$ cat src/rtl/pipeline_control_pkg.sv
// Shared types and stage indices for the in-order core pipeline sequencer.
package pipeline_control_pkg;

  localparam int STAGE_IF  = 0;
  localparam int STAGE_ID  = 1;
  localparam int STAGE_EX  = 2;
  localparam int STAGE_MEM = 3;
  localparam int STAGE_WB  = 4;

  localparam int DEF_NUM_STAGES = STAGE_WB + 1;

  typedef logic [DEF_NUM_STAGES-1:0] StageMask;

endpackage

$ cat src/rtl/pipeline_control_event_counter.sv
// Free-running wrap-around event counter with enable and async active-high reset.
module event_counter #(
  parameter int CNT_WIDTH = 32
) (
  input  logic                 i_clock,
  input  logic                 i_reset,
  input  logic                 i_enable,
  output logic [CNT_WIDTH-1:0] o_count
);

  localparam logic [CNT_WIDTH-1:0] ONE = {{(CNT_WIDTH-1){1'b0}}, 1'b1};

  logic [CNT_WIDTH-1:0] count_q, count_d;

  always_comb begin
    count_d = count_q;
    if (i_enable) count_d = count_q + ONE;
  end

  always_ff @(posedge i_clock or posedge i_reset) begin
    if (i_reset) count_q <= '0;
    else         count_q <= count_d;
  end

  assign o_count = count_q;

endmodule

$ cat src/rtl/pipeline_control.sv
// Per-stage valid tracking and hold/bubble/flush sequencing for the in-order pipeline,
// plus cycle and retired-instruction counters for the debug controller.
module pipeline_control
  import pipeline_control_pkg::*;
#(
  parameter int NUM_STAGES     = DEF_NUM_STAGES,
  parameter int BUBBLE_STAGE   = STAGE_ID,
  parameter int REDIRECT_STAGE = STAGE_ID,
  parameter int CNT_WIDTH      = 32
) (
  input  logic                  i_clock,
  input  logic                  i_reset,
  input  logic                  i_fetchValid,
  input  logic [NUM_STAGES-1:0] i_busy,
  input  logic                  i_hazard,
  input  logic                  i_redirect,
  input  logic                  i_flushAll,
  output logic [NUM_STAGES-1:0] o_valid,
  output logic [NUM_STAGES-1:0] o_stall,
  output logic [NUM_STAGES-1:0] o_flush,
  output logic                  o_redirectTaken,
  output logic                  o_retire,
  output logic [CNT_WIDTH-1:0]  o_cycleCount,
  output logic [CNT_WIDTH-1:0]  o_retireCount
);

  if (NUM_STAGES < 3 || NUM_STAGES > 8) begin : g_bad_depth
    $error("pipeline_control: NUM_STAGES out of range");
  end
  if (REDIRECT_STAGE < 1 || REDIRECT_STAGE >= NUM_STAGES-1) begin : g_bad_redirect
    $error("pipeline_control: REDIRECT_STAGE out of range");
  end

  logic [NUM_STAGES-1:0] valid;
  logic [NUM_STAGES-1:0] hold_chain;
  logic [NUM_STAGES-1:0] hold;
  logic [NUM_STAGES-1:0] flush;
  logic                  hazard_act;
  logic                  redirect_taken;

  assign valid[0]   = i_fetchValid;
  assign hazard_act = i_hazard & valid[BUBBLE_STAGE];

  // Backpressure ripples from WB toward IF; only valid stages can hold.
  always_comb begin
    logic carry;
    carry      = 1'b0;
    hold_chain = '0;
    for (int k = NUM_STAGES-1; k >= 0; k--) begin
      hold_chain[k] = valid[k] & (i_busy[k] | carry);
      carry         = hold_chain[k];
    end
  end

  always_comb begin
    hold = '0;
    for (int k = 0; k < NUM_STAGES; k++)
      hold[k] = ~i_flushAll & (hold_chain[k] | (hazard_act & (k <= BUBBLE_STAGE)));
  end

  assign redirect_taken = i_redirect & valid[REDIRECT_STAGE] & ~hold[REDIRECT_STAGE] & ~i_flushAll;

  always_comb begin
    flush = '0;
    for (int k = 1; k < NUM_STAGES; k++)
      flush[k] = ~i_reset & (i_flushAll | (redirect_taken & (k <= REDIRECT_STAGE)));
  end

  for (genvar k = 1; k < NUM_STAGES; k++) begin : g_stage
    logic valid_q, valid_d;

    always_comb begin
      valid_d = valid[k-1];
      if (flush[k])       valid_d = 1'b0;
      else if (hold[k])   valid_d = valid_q;
      else if (hold[k-1]) valid_d = 1'b0;
    end

    always_ff @(posedge i_clock or posedge i_reset) begin
      if (i_reset) valid_q <= 1'b0;
      else         valid_q <= valid_d;
    end

    assign valid[k] = valid_q;
  end

  assign o_valid         = valid;
  assign o_stall         = hold;
  assign o_flush         = flush;
  assign o_redirectTaken = redirect_taken;
  assign o_retire        = valid[NUM_STAGES-1] & ~i_busy[NUM_STAGES-1] & ~i_flushAll;

  event_counter #(.CNT_WIDTH(CNT_WIDTH)) u_cycle_cnt (
    .i_clock  (i_clock),
    .i_reset  (i_reset),
    .i_enable (1'b1),
    .o_count  (o_cycleCount)
  );

  event_counter #(.CNT_WIDTH(CNT_WIDTH)) u_retire_cnt (
    .i_clock  (i_clock),
    .i_reset  (i_reset),
    .i_enable (o_retire),
    .o_count  (o_retireCount)
  );

endmodule

$ cat config.mk
export PLATFORM = sky130hd
export DESIGN_NAME = pipeline_control
export DESIGN_NICKNAME = d
export VERILOG_FILES = /design/src/rtl/pipeline_control_pkg.sv /design/src/rtl/pipeline_control_event_counter.sv /design/src/rtl/pipeline_control.sv
export SDC_FILE = /design/constraint.sdc
export NUM_CORES = 1
export LEC_CHECK = 0
export BUFFER_PORTS_ARGS = -buffer_cell sky130_fd_sc_hd__buf_2
export CAP_MARGIN = 0
export CORE_AREA = 5 5 75 104
export DETAILED_ROUTE_END_ITERATION = 16
export DIE_AREA = 0 0 80 109
export GPL_TIMING_DRIVEN = 0
export PLACE_DENSITY_LB_ADDON = 0.3
export SYNTH_ARGS = -nofsm -noshare
export SYNTH_HDL_FRONTEND = slang
export SYNTH_HIERARCHICAL = 1
export SYNTH_SLANG_ARGS = --single-unit
$ cat constraint.sdc
create_clock -name i_clock -period 2.75 [get_ports i_clock]
set_input_delay 0.275 -clock i_clock [delete_from_list [all_inputs] [get_ports i_clock]]
set_output_delay 0.275 -clock i_clock [all_outputs]
set_load 0.005 [all_outputs]
After elaboration in Yosys (flattened, before gate mapping)
Cells that the tools add are included.
- add/subtract/negate cells: 2
- multiply operators: 0
- div/mod/pow operators: 0
- $lt $le $gt $ge: 0
- equality and inequality tests: 4
- shift operators: 0
- mux-type cells: 12
- bitwise operators: 29
- reductions and logical operators: 0
- operators by type and width (kind ; count):
    32-bit by 1-bit adder with 32-bit output, second input constant ; 2
    1-bit bitwise AND ; 18
    1-bit 2-to-1 mux ; 12
    1-bit OR ; 7
    2-bit by 1-bit != test with 1-bit output, second input constant ; 3
    1-bit NOT ; 4
    2-bit != test, second input constant ; 1
- register bits: 68
- latch bits: 0
- bits in writable memories: 0
- memory bits (read-only): 0
- memories kept: 0

Logic depth before layout (Yosys ltp)
Gate-level depths: netlist of run 1.
- word-level depth: 15
- gate-level depth with buffers: 6

Cells and area by module
Netlist of run 1, hierarchy kept.
- by module, submodules not included (module ; times used ; cells an instance ; area each (um^2) ; seq. area each (um^2)):
    event_counter ; 2 ; 126 ; 1510.2 ; 800.8
    pipeline_control ; 1 ; 50 ; 381.6 ; 100.1

Least setup slack after synthesis of run 1
OpenSTA, ideal clock, no wires.
- kind: input -> register
- from: input port i_flushAll
- to: register u_retire_cnt.count_q[25], in the netlist u_retire_cnt/o_count[25]
- library setup time: 79 ps
- arrival time: 2073 ps
- data required time: 2671 ps
- path slack: 598 ps
- stages on the path: 6
- buffers on the path: 1
- path through: clkbuf_1 > nor3b_1 > and4_2 > nand3_4 > nor4_1 > xor2_1
- word-level cells in the longest chain between the ends: 2
- RTL lines (what ; RTL line ; source):
    start, declared ; pipeline_control.sv:17 ; input logic i_flushAll,
    1-bit NOT ; pipeline_control.sv:91 ; assign o_retire = valid[NUM_STAGES-1] & ~i_busy[NUM_STAGES-1] & ~i_flushAll;
    1-bit bitwise AND ; pipeline_control.sv:91 ;
    named net o_retire ; pipeline_control.sv:22 ; output logic o_retire,
    end signal, assigned ; pipeline_control_event_counter.sv:22 ; else count_q <= count_d;
    end, declared ; pipeline_control_event_counter.sv:13 ; logic [CNT_WIDTH-1:0] count_q, count_d;
The timed path passes the listed nets, and every way through them passes these cells.
A chain may end at the register's enable or synchronous reset.

Worst setup path in the final report of run 1
- from: register g_stage[4].valid_q
- to: register u_retire_cnt.count_q[25], in the netlist u_retire_cnt/o_count[25]
- word-level cells in the longest chain between the ends: 2
- RTL lines (what ; RTL line ; source):
    start, declared ; pipeline_control.sv:70 ; logic valid_q, valid_d;
    start signal, assigned ; pipeline_control.sv:81 ; else valid_q <= valid_d;
    1-bit bitwise AND (2 in a row) ; pipeline_control.sv:91 ;
No other way between the ends.

==> results of run 1 <==
area by class of cell:
cell class	count	share of cell area [%]
Clock inverter	6	2.05
Inverter	10	0.877
Multi-Input combinational cell	216	37.0
Timing Repair Buffer	93	12.0
Sequential cell	68	39.8
Tap cell	95	2.78
Clock buffer	10	3.22
Buffer	13	2.25
cells by family after synthesis:
family	count (synthesis)
DFF	68
muxes	2
AOI/OAI and AO/OA	17
other	2
buffers and inverters	23
adders and majority gates	2
xor gates and xnor gates	62
and+or+nand+nor	126
path summary, 6_finish.rpt:
path / slack (ps) / endpoint
max: 360 / u_retire_cnt/o_count[25]
min: 250 / g_stage[1].valid_q
max reg2reg: 360 / u_retire_cnt/o_count[25]
min reg2reg: 470 / u_retire_cnt/o_count[31]
max in group asynchronous: 1730 / u_cycle_cnt/o_count[26]
min in group asynchronous: 430 / g_stage[1].valid_q
per-stage QoR:
stage	hold slack [ps]	area (um2)
6_report	253	4280
5_1_grt	279	4280
4_1_cts	235	4230
3_5_place_dp	237	3990
3_3_place_gp	238	3990
2_1_floorplan	41.1	3420
power by group through the flow:
stage	clock, W	sequential (W)	combinational [W]
6_report	0.000913	0.00118	0.000303
5_1_grt	0.000984	0.00120	0.000339
4_1_cts	0.000936	0.00118	0.000298
3_5_place_dp	0	0.00119	0.000298
3_3_place_gp	0	0.00119	0.000288
2_1_floorplan	0	0.00118	0.000162
state kept, by name, indices dropped and copies added (netlist names):
name                  cells
u_cycle_cnt/o_count      32
u_retire_cnt/o_count     32
g_stage.valid_q           4
routing by layer:
layer,routed length (um),global-route usage [%],vias up
li1,-,-,1255
met1,2940,20.1,1262
met2,3700,29.6,73
met3,377,3.64,15
met4,160,8.70,0
met5,0,0,-
worst max-delay path, cell delays in order (launching register included):
cell     delay, ps
dfrtp_1        420
nor3b_1        640
and4_2         470
nand3_4        170
nor4_1         420
xor2_1         190
cells in the final DEF, fill, tap and decap left out, drive strengths merged, types with 7 or more instances in the layout:
cell      n
buf     104
dfrtp    68
xor2     36
nand2    28
xnor2    26
nand3    20
nor2     12
nor3     12
and4     12
clkbuf   11
inv      10
and3     10
nand4    10
nor4     10
conb      7
what timing repair did:
action                    CTS  global route
hold endpoints to repair    4             0
gates resized for setup     0             0
setup buffers               0             0
hold buffers                1             0
==> flow_summary.json, run 1 <==
{
  "via_count": 2605,
  "p_switching_w": 0.000622,
  "dieArea_um2": 8720,
  "min_path_type": "in2reg",
  "clk_pin_slew_ps": 70,
  "fin_cells": 511,
  "clock_skew_ps": 9.78,
  "synth_seq_cells": 68,
  "grt_pass1_vias": 2638,
  "yosys.area_share.xor_xnor_pct": 16.0,
  "clk_path_buf_depth": 2,
  "synth_top_family_by_area": "simple AND/OR/NAND/NOR gates",
  "p_int_w": 0.00177,
  "hold_violations": 0,
  "cap_violations": 0,
  "path_max_fanout": 7,
  "p_comb_share_pct": 12.6,
  "rsz0062_at_grt": "false",
  "io_pins": 92,
  "synth-edff-count": 0,
  "pre_cts_ws_ps": 191,
  "seq_power_share_pct": 49.2,
  "period_share_pct": 86.8,
  "antenna_found_initial": 0,
  "p_leak_nw": 2.33,
  "cts_sinks": 68,
  "dp.cells": 492,
  "antenna_cells": 0,
  "synth_cell_types": 45,
  "min-delay-start": "i_fetchValid",
  "multi_input_area_um2": 1590,
  "fin_ws_ps": 362,
  "post-route-drc-count": 0,
  "cp-startpoint": "g_stage[4].valid_q",
  "routed_wirelength_mm": 7.18,
  "worst_r2r_startpoint": "g_stage[4].valid_q",
  "fin_crit_ps": 2390,
  "gr-usage-all-layers_pct": 17.2,
  "maxSlewHeadroom_pct": 50.6,
  "ys_top_cells_by_area": "dfrtp_1, xor2_1, xnor2_1, nand2_1, nor4_4",
  "ys.flop_type": "dfrtp_1",
  "postRouteAntennaNets": 0,
  "status": "completed",
  "overflow": 0,
  "synth_area_leader_cell": "dfrtp_1",
  "cts_tree": "done",
  "syn_area_per_cell_um2": 11.3,
  "fin_total_pwr_w": 0.00239,
  "clock_latency_ps": 340,
  "h-tree-depth": 3,
  "yosysWarningCount": 6,
  "final-setup-viol-count": 0,
  "grt_pass1_wl_mm": 11.9,
  "rows": 36,
  "synth.area.mux_share_pct": 0.662,
  "die_width_um": 80,
  "portBuffers": 90,
  "synthCells": 302,
  "irDropWorstVdd_uv": 435,
  "clock.fmax_mhz": 419,
  "synth_most_common_cell": "dfrtp_1",
  "cp.required_ps": 3010,
  "synth_top_area_share_pct": 50.0,
  "p_per_area_nw_per_um2": 559,
  "routedWlPerCell_um": 14.0,
  "tns_ps": 0,
  "nFillCells": 593,
  "dp_hpwl_mm": 5.13,
  "dr.pass1.iters": 4,
  "cts_buffers": 9,
  "switching_share_pct": 26.0,
  "synth_compound_area_share_pct": 3.82,
  "initial_core_util_pct": 49.7,
  "die_y_um": 109,
  "drt_iter0_drc": 85,
  "drive_above_1_share_pct": 34.4,
  "layout-area-overhead-vs-synth_pct": 25.8,
  "p_clk_share_pct": 38.2,
  "critPathKind": "reg2reg",
  "yosysSeqAreaShare_pct": 50.0,
  "worst_pin_slew_ps": 740,
  "async_reset_ff_share_pct": 100,
  "worst-endpoint-arrival_ps": 2650,
  "hold_depth": 3,
  "viasPerCell": 5.10,
  "core_um2": 6850,
  "nets": 424,
  "slew_violations": 0,
  "rr_worst_depth": 5,
  "gp_congestion": 0.778,
  "utilization_pct": 62.5,
  "root_buffer": "clkbuf_8",
  "grt_start_max_net_pins": 33,
  "endpoint_kind": "register",
  "start_kind": "register",
  "synthSimpleGateAreaFrac_pct": 24.6,
  "yosys-top-cells-count": "dfrtp_1, xor2_1, nand2_1",
  "synthAdderAreaFrac_pct": 0.736,
  "regArea_um2": 1700,
  "syn_area_um2": 3400
}
(Power assumes the default switching activity.)
==> inputs of run 2 (changes only) <==
--- a/config.mk
+++ b/config.mk
@@ -11,7 +11,7 @@
 export DETAILED_ROUTE_END_ITERATION = 16
 export DIE_AREA = 0 0 80 109
 export GPL_TIMING_DRIVEN = 0
-export PLACE_DENSITY_LB_ADDON = 0.3
+export PLACE_DENSITY = 0.77
 export SYNTH_ARGS = -nofsm -noshare
 export SYNTH_HDL_FRONTEND = slang
 export SYNTH_HIERARCHICAL = 1
==> run 2 against run 1 <==
Net effect:
- die area unchanged
- flip-flop and latch count stayed put
- design area shrank 1.3%
- largest cell class unchanged
==> flow_summary.json, run 2 (synthesis gave the netlist of run 1 again) <==
{
  "status": "completed",
  "ctsResizeCount": 0,
  "root_buffer": "clkbuf_8",
  "dr.pass1.iters": 4,
  "clock_skew_ps": 5.63,
  "die_width_um": 80,
  "rows": 36,
  "p_comb_share_pct": 13.7,
  "period_share_pct": 83.7,
  "postRouteAntennaNets": 0,
  "clk_pin_slew_ps": 60,
  "grt_pass1_wl_mm": 11.9,
  "worst_pin_slew_ps": 753,
  "antenna_cells": 0,
  "viasPerCell": 5.08,
  "cap_violations": 0,
  "p_per_area_nw_per_um2": 520,
  "start_kind": "register",
  "utilization_pct": 61.7,
  "timing.critical_path.cells": "nor3b_1 -> and4_2 -> nand3_4 -> nor4_1 -> xor2_1",
  "clock_latency_ps": 340,
  "post-route-drc-count": 0,
  "nets": 424,
  "worst-endpoint-arrival_ps": 2560,
  "io_pins": 92,
  "tns_ps": 0,
  "cts_sinks": 68,
  "grt_start_max_net_pins": 33,
  "routed_wirelength_mm": 7.19,
  "routedWlPerCell_um": 14.1,
  "crit_path_top_delay_cell": "nor3b_1",
  "gr-usage-all-layers_pct": 17.5,
  "endpoint_kind": "register",
  "p_int_w": 0.00161,
  "fin_crit_ps": 2300,
  "p_clk_share_pct": 32.7,
  "h-tree-depth": 3,
  "final-setup-viol-count": 0,
  "slew_violations": 0,
  "p_leak_nw": 2.31,
  "die_y_um": 109,
  "final_area_um2": 4220,
  "post_cts_buffers": 0,
  "clock.fmax_mhz": 434,
  "slowest_delay_ps": 650,
  "dp_hpwl_mm": 5.40,
  "drt_iter0_drc": 49,
  "hold_violations": 0,
  "clk_path_buf_depth": 2,
  "portBuffers": 90,
  "seq_power_share_pct": 53.6,
  "maxSlewHeadroom_pct": 49.7,
  "cts_buffers": 9,
  "overflow": 0,
  "grt_pass1_vias": 2593,
  "initial_core_util_pct": 49.7,
  "antenna_found_initial": 0,
  "final_cell_mix": "buf_2, dfrtp_1, xor2_1, nand2_1, xnor2_1",
  "cts_tree": "done",
  "layout-area-overhead-vs-synth_pct": 24.2,
  "p_switching_w": 0.000586,
  "dpl_cell_area_um2": 3990,
  "min_path_type": "in2reg",
  "drive_above_1_share_pct": 33.7,
  "dieArea_um2": 8720,
  "switching_share_pct": 26.7,
  "gp_congestion": 0.762,
  "core_um2": 6850,
  "irDropWorstVdd_uv": 340,
  "path_max_fanout": 7,
  "cp.required_ps": 3010,
  "critPathKind": "reg2reg",
  "final_common_cell": "buf_2",
  "rsz0062_at_grt": "false",
  "via_count": 2590
}
==> run 2: worst paths after layout <==
kind,startpoint,endpoint,slack (ps),cells after the start
max,g_stage[4].valid_q,u_retire_cnt/o_count[25],450,5
min,i_fetchValid,g_stage[1].valid_q,260,3
min in group asynchronous,i_reset,g_stage[2].valid_q,440,3
min reg2reg,u_cycle_cnt/o_count[31],u_cycle_cnt/o_count[31],470,1
max reg2reg,g_stage[4].valid_q,u_retire_cnt/o_count[25],450,5
max in group asynchronous,i_reset,u_cycle_cnt/o_count[14],1610,4
==> run 2: what timing repair did <==
| item | in CTS | in global routing |
|---|---|---|
| hold buffers | 1 | 0 |
| endpoints found under the setup margin | 0 | 0 |
| endpoints found under the hold margin | 4 | 0 |
==> run 2: area by class of cell <==
cell class | instances | area, um2
fill | 596 | 2620
sequential | 68 | 1700
multi-input combinational | 216 | 1590
timing repair buffer | 93 | 515
clock buffer | 13 | 159
tap | 95 | 119
buffer | 13 | 96.3
inverter | 10 | 37.5
clock inverter | 2 | 10.0
==> run 2: metrics by stage <==
step | power (W) | worst slack [ps] | hold WS (ps) | instances
finish | 0.00219 | 448 | 255 | 510
global placement | 0.00148 | 261 | 252 | 492
floorplan | 0.00135 | 598 | 41.1 | 307
detailed placement | 0.00149 | 221 | 258 | 492
CTS | 0.00222 | 447 | 228 | 508
global route | 0.00232 | 198 | 250 | 510
==> run 2: layer usage <==
metal  global-route usage, %  part of all wire [%]
met2                    30.5                    52
met3                    3.80                   4.7
met5                       0                     0
met1                    20.0                    41
met4                    8.57                   2.0
==> run 2: worst max-delay path, delay by kind of cell (launching register included) <==
family	cells	cell delay (ps)
xor gates and xnor gates	1	170
DFF	1	400
and+or+nand+nor	4	1650
==> run 2: power by group through the flow <==
| stage | Clock (W) | Combinational [W] | Sequential, W |
|---|---|---|---|
| after floorplan | 0 | 0.000162 | 0.00118 |
| after detailed placement | 0 | 0.000298 | 0.00119 |
| final | 0.000718 | 0.000301 | 0.00118 |
| after global placement | 0 | 0.000290 | 0.00119 |
| after global routing | 0.000785 | 0.000340 | 0.00119 |
| after CTS | 0.000747 | 0.000300 | 0.00118 |
==> inputs of run 3 (changes only) <==
--- a/config.mk
+++ b/config.mk
@@ -7,11 +7,11 @@
 export LEC_CHECK = 0
 export BUFFER_PORTS_ARGS = -buffer_cell sky130_fd_sc_hd__buf_2
 export CAP_MARGIN = 0
-export CORE_AREA = 5 5 75 104
+export CORE_AREA = 5 5 78 109
 export DETAILED_ROUTE_END_ITERATION = 16
-export DIE_AREA = 0 0 80 109
+export DIE_AREA = 0 0 83 114
 export GPL_TIMING_DRIVEN = 0
-export PLACE_DENSITY = 0.77
+export PLACE_DENSITY = 0.74
 export SYNTH_ARGS = -nofsm -noshare
 export SYNTH_HDL_FRONTEND = slang
 export SYNTH_HIERARCHICAL = 1
==> constraint.sdc (replaced) <==
create_clock -name i_clock -period 1.95 [get_ports i_clock]
set_input_delay 0.195 -clock i_clock [delete_from_list [all_inputs] [get_ports i_clock]]
set_output_delay 0.195 -clock i_clock [all_outputs]
set_load 0.005 [all_outputs]
==> run 3 against run 2 <==
Net effect:
- die area rose by 8.5%
- worst setup slack worse by 400 ps
- clock skew grew 1.7 ps
- combinational power up 47%
- sequential share of layout area decreased by 0.65 points
- cell count increased by 2.2%
- non-clock buffer count rose by 5
- wire length rose by 0.61%
- design area grew 1.6%
- global-route usage is 1.8 points lower
- utilization decreased by 4.6 points
- critical endpoint is now o_flush[1]
- largest cell class unchanged
- largest power group unchanged
==> flow_summary.json, run 3 (synthesis gave the netlist of run 1 again) <==
{
  "status": "completed",
  "viasPerCell": 4.98,
  "fin_cells": 521,
  "cts_buffers": 9,
  "antenna_found_initial": 0,
  "routedWlPerCell_um": 13.9,
  "io_pins": 92,
  "switching_share_pct": 26.3,
  "root_buffer": "clkbuf_8",
  "nets": 429,
  "fin_total_pwr_w": 0.00315,
  "p_comb_share_pct": 14.0,
  "antenna_cells": 0,
  "p_switching_w": 0.000830,
  "overflow": 0,
  "period_share_pct": 97.7,
  "final-setup-viol-count": 0,
  "clk_path_buf_depth": 2,
  "drive_above_1_share_pct": 34.7,
  "grt_pass1_wl_mm": 12.0,
  "clk_pin_slew_ps": 70,
  "clock.fmax_mhz": 525,
  "rows": 38,
  "layout-area-overhead-vs-synth_pct": 26.2,
  "irDropWorstVdd_uv": 452,
  "p_leak_nw": 2.34,
  "routed_wirelength_mm": 7.23,
  "path_max_fanout": 3,
  "final_cell_mix": "buf_2, dfrtp_1, xor2_1, nand2_1, xnor2_1",
  "clock_skew_ps": 7.35,
  "p_per_area_nw_per_um2": 735,
  "post-route-drc-count": 0,
  "dp_hpwl_mm": 5.32,
  "worst-endpoint-arrival_ps": 1710,
  "die_width_um": 83,
  "gr-usage-all-layers_pct": 15.7,
  "via_count": 2594,
  "fin_crit_ps": 1900,
  "cts_tree": "done",
  "portBuffers": 90,
  "start_kind": "register",
  "dr.pass1.iters": 4,
  "clock_latency_ps": 340,
  "dp.cells": 497,
  "die_y_um": 114,
  "critPathKind": "reg2out",
  "cts_sinks": 68,
  "endpoint_kind": "output port",
  "grt_pass1_vias": 2529,
  "min_path_type": "in2reg",
  "rsz0062_at_grt": "true",
  "cap_violations": 0,
  "initial_core_util_pct": 45.3,
  "seq_power_share_pct": 52.4,
  "core_um2": 7510,
  "cp.required_ps": 1750,
  "slew_violations": 0,
  "gp_congestion": 0.812,
  "postRouteAntennaNets": 0,
  "final_common_cell": "buf_2",
  "p_int_w": 0.00232,
  "grt_start_max_net_pins": 33,
  "p_clk_share_pct": 33.6,
  "dieArea_um2": 9460,
  "drt_iter0_drc": 93,
  "h-tree-depth": 3,
  "hold_violations": 0
}
==> run 3: worst paths after layout <==
path                                            end  slack, ps  cells after the start                    start
setup reg to reg           u_retire_cnt/o_count[25]        140                      5       g_stage[4].valid_q
max in group asynchronous   u_cycle_cnt/o_count[30]       1020                      4                  i_reset
hold reg to reg             u_cycle_cnt/o_count[31]        460                      1  u_cycle_cnt/o_count[31]
setup / recovery                         o_flush[1]         50                      4       g_stage[4].valid_q
min in group asynchronous        g_stage[4].valid_q        360                      3                  i_reset
hold / removal                   g_stage[1].valid_q        160                      3             i_fetchValid
==> run 3: critical path: stages, from the launching register on <==
cell and delay (ps):
dfrtp_1 400, a211o_1 310, a2111o_1 410, a21oi_2 140, buf_2 120
==> run 3: through the flow <==
step	hold slack [ps]	setup slack (ps)	area (um2)	setup TNS (ps)	utilization, %
after floorplan	-38.9	134	3430	0	-
after detailed placement	168	-265	4000	-2090	53.3
final	164	45.8	4290	0	57.1
after global routing	169	-21.4	4290	-24.2	57.1
after CTS	136	18.3	4210	0	56.0
after global placement	165	-212	4000	-1370	53.3
==> run 3: layer usage <==
layer | track usage, % | part of all wire, % | vias up
met4 | 7.52 | 1.8 | 0
met1 | 18.5 | 43 | 1251
met3 | 4.48 | 5.4 | 9
li1 | - | - | 1265
met5 | 0 | 0 | -
met2 | 26.3 | 50 | 69
==> run 3: power groups by stage <==
stage	Combinational (W)	Clock, W	Sequential (W)
2_1_floorplan	0.000229	0	0.00167
3_3_place_gp	0.000411	0	0.00168
6_report	0.000441	0.00106	0.00165
5_1_grt	0.000494	0.00117	0.00168
3_5_place_dp	0.000419	0	0.00168
4_1_cts	0.000428	0.00111	0.00166
==> run 3: repair_timing <==
item | 4_1_cts | 5_1_grt
gates resized for setup | 1 | 1
hold endpoints to repair | 4 | 0
setup endpoints to repair | 4 | 6
hold buffers | 1 | 0
setup buffers | 1 | 4
pin swaps | 0 | 0
==> run 3: layout make-up <==
type / instances / area, um2
fill: 701 / 3220
sequential: 68 / 1700
multi-input combinational: 216 / 1600
timing repair buffer: 98 / 553
clock buffer: 15 / 176
tap: 100 / 125
buffer: 13 / 96.3
inverter: 10 / 37.5
clock inverter: 1 / 5.00
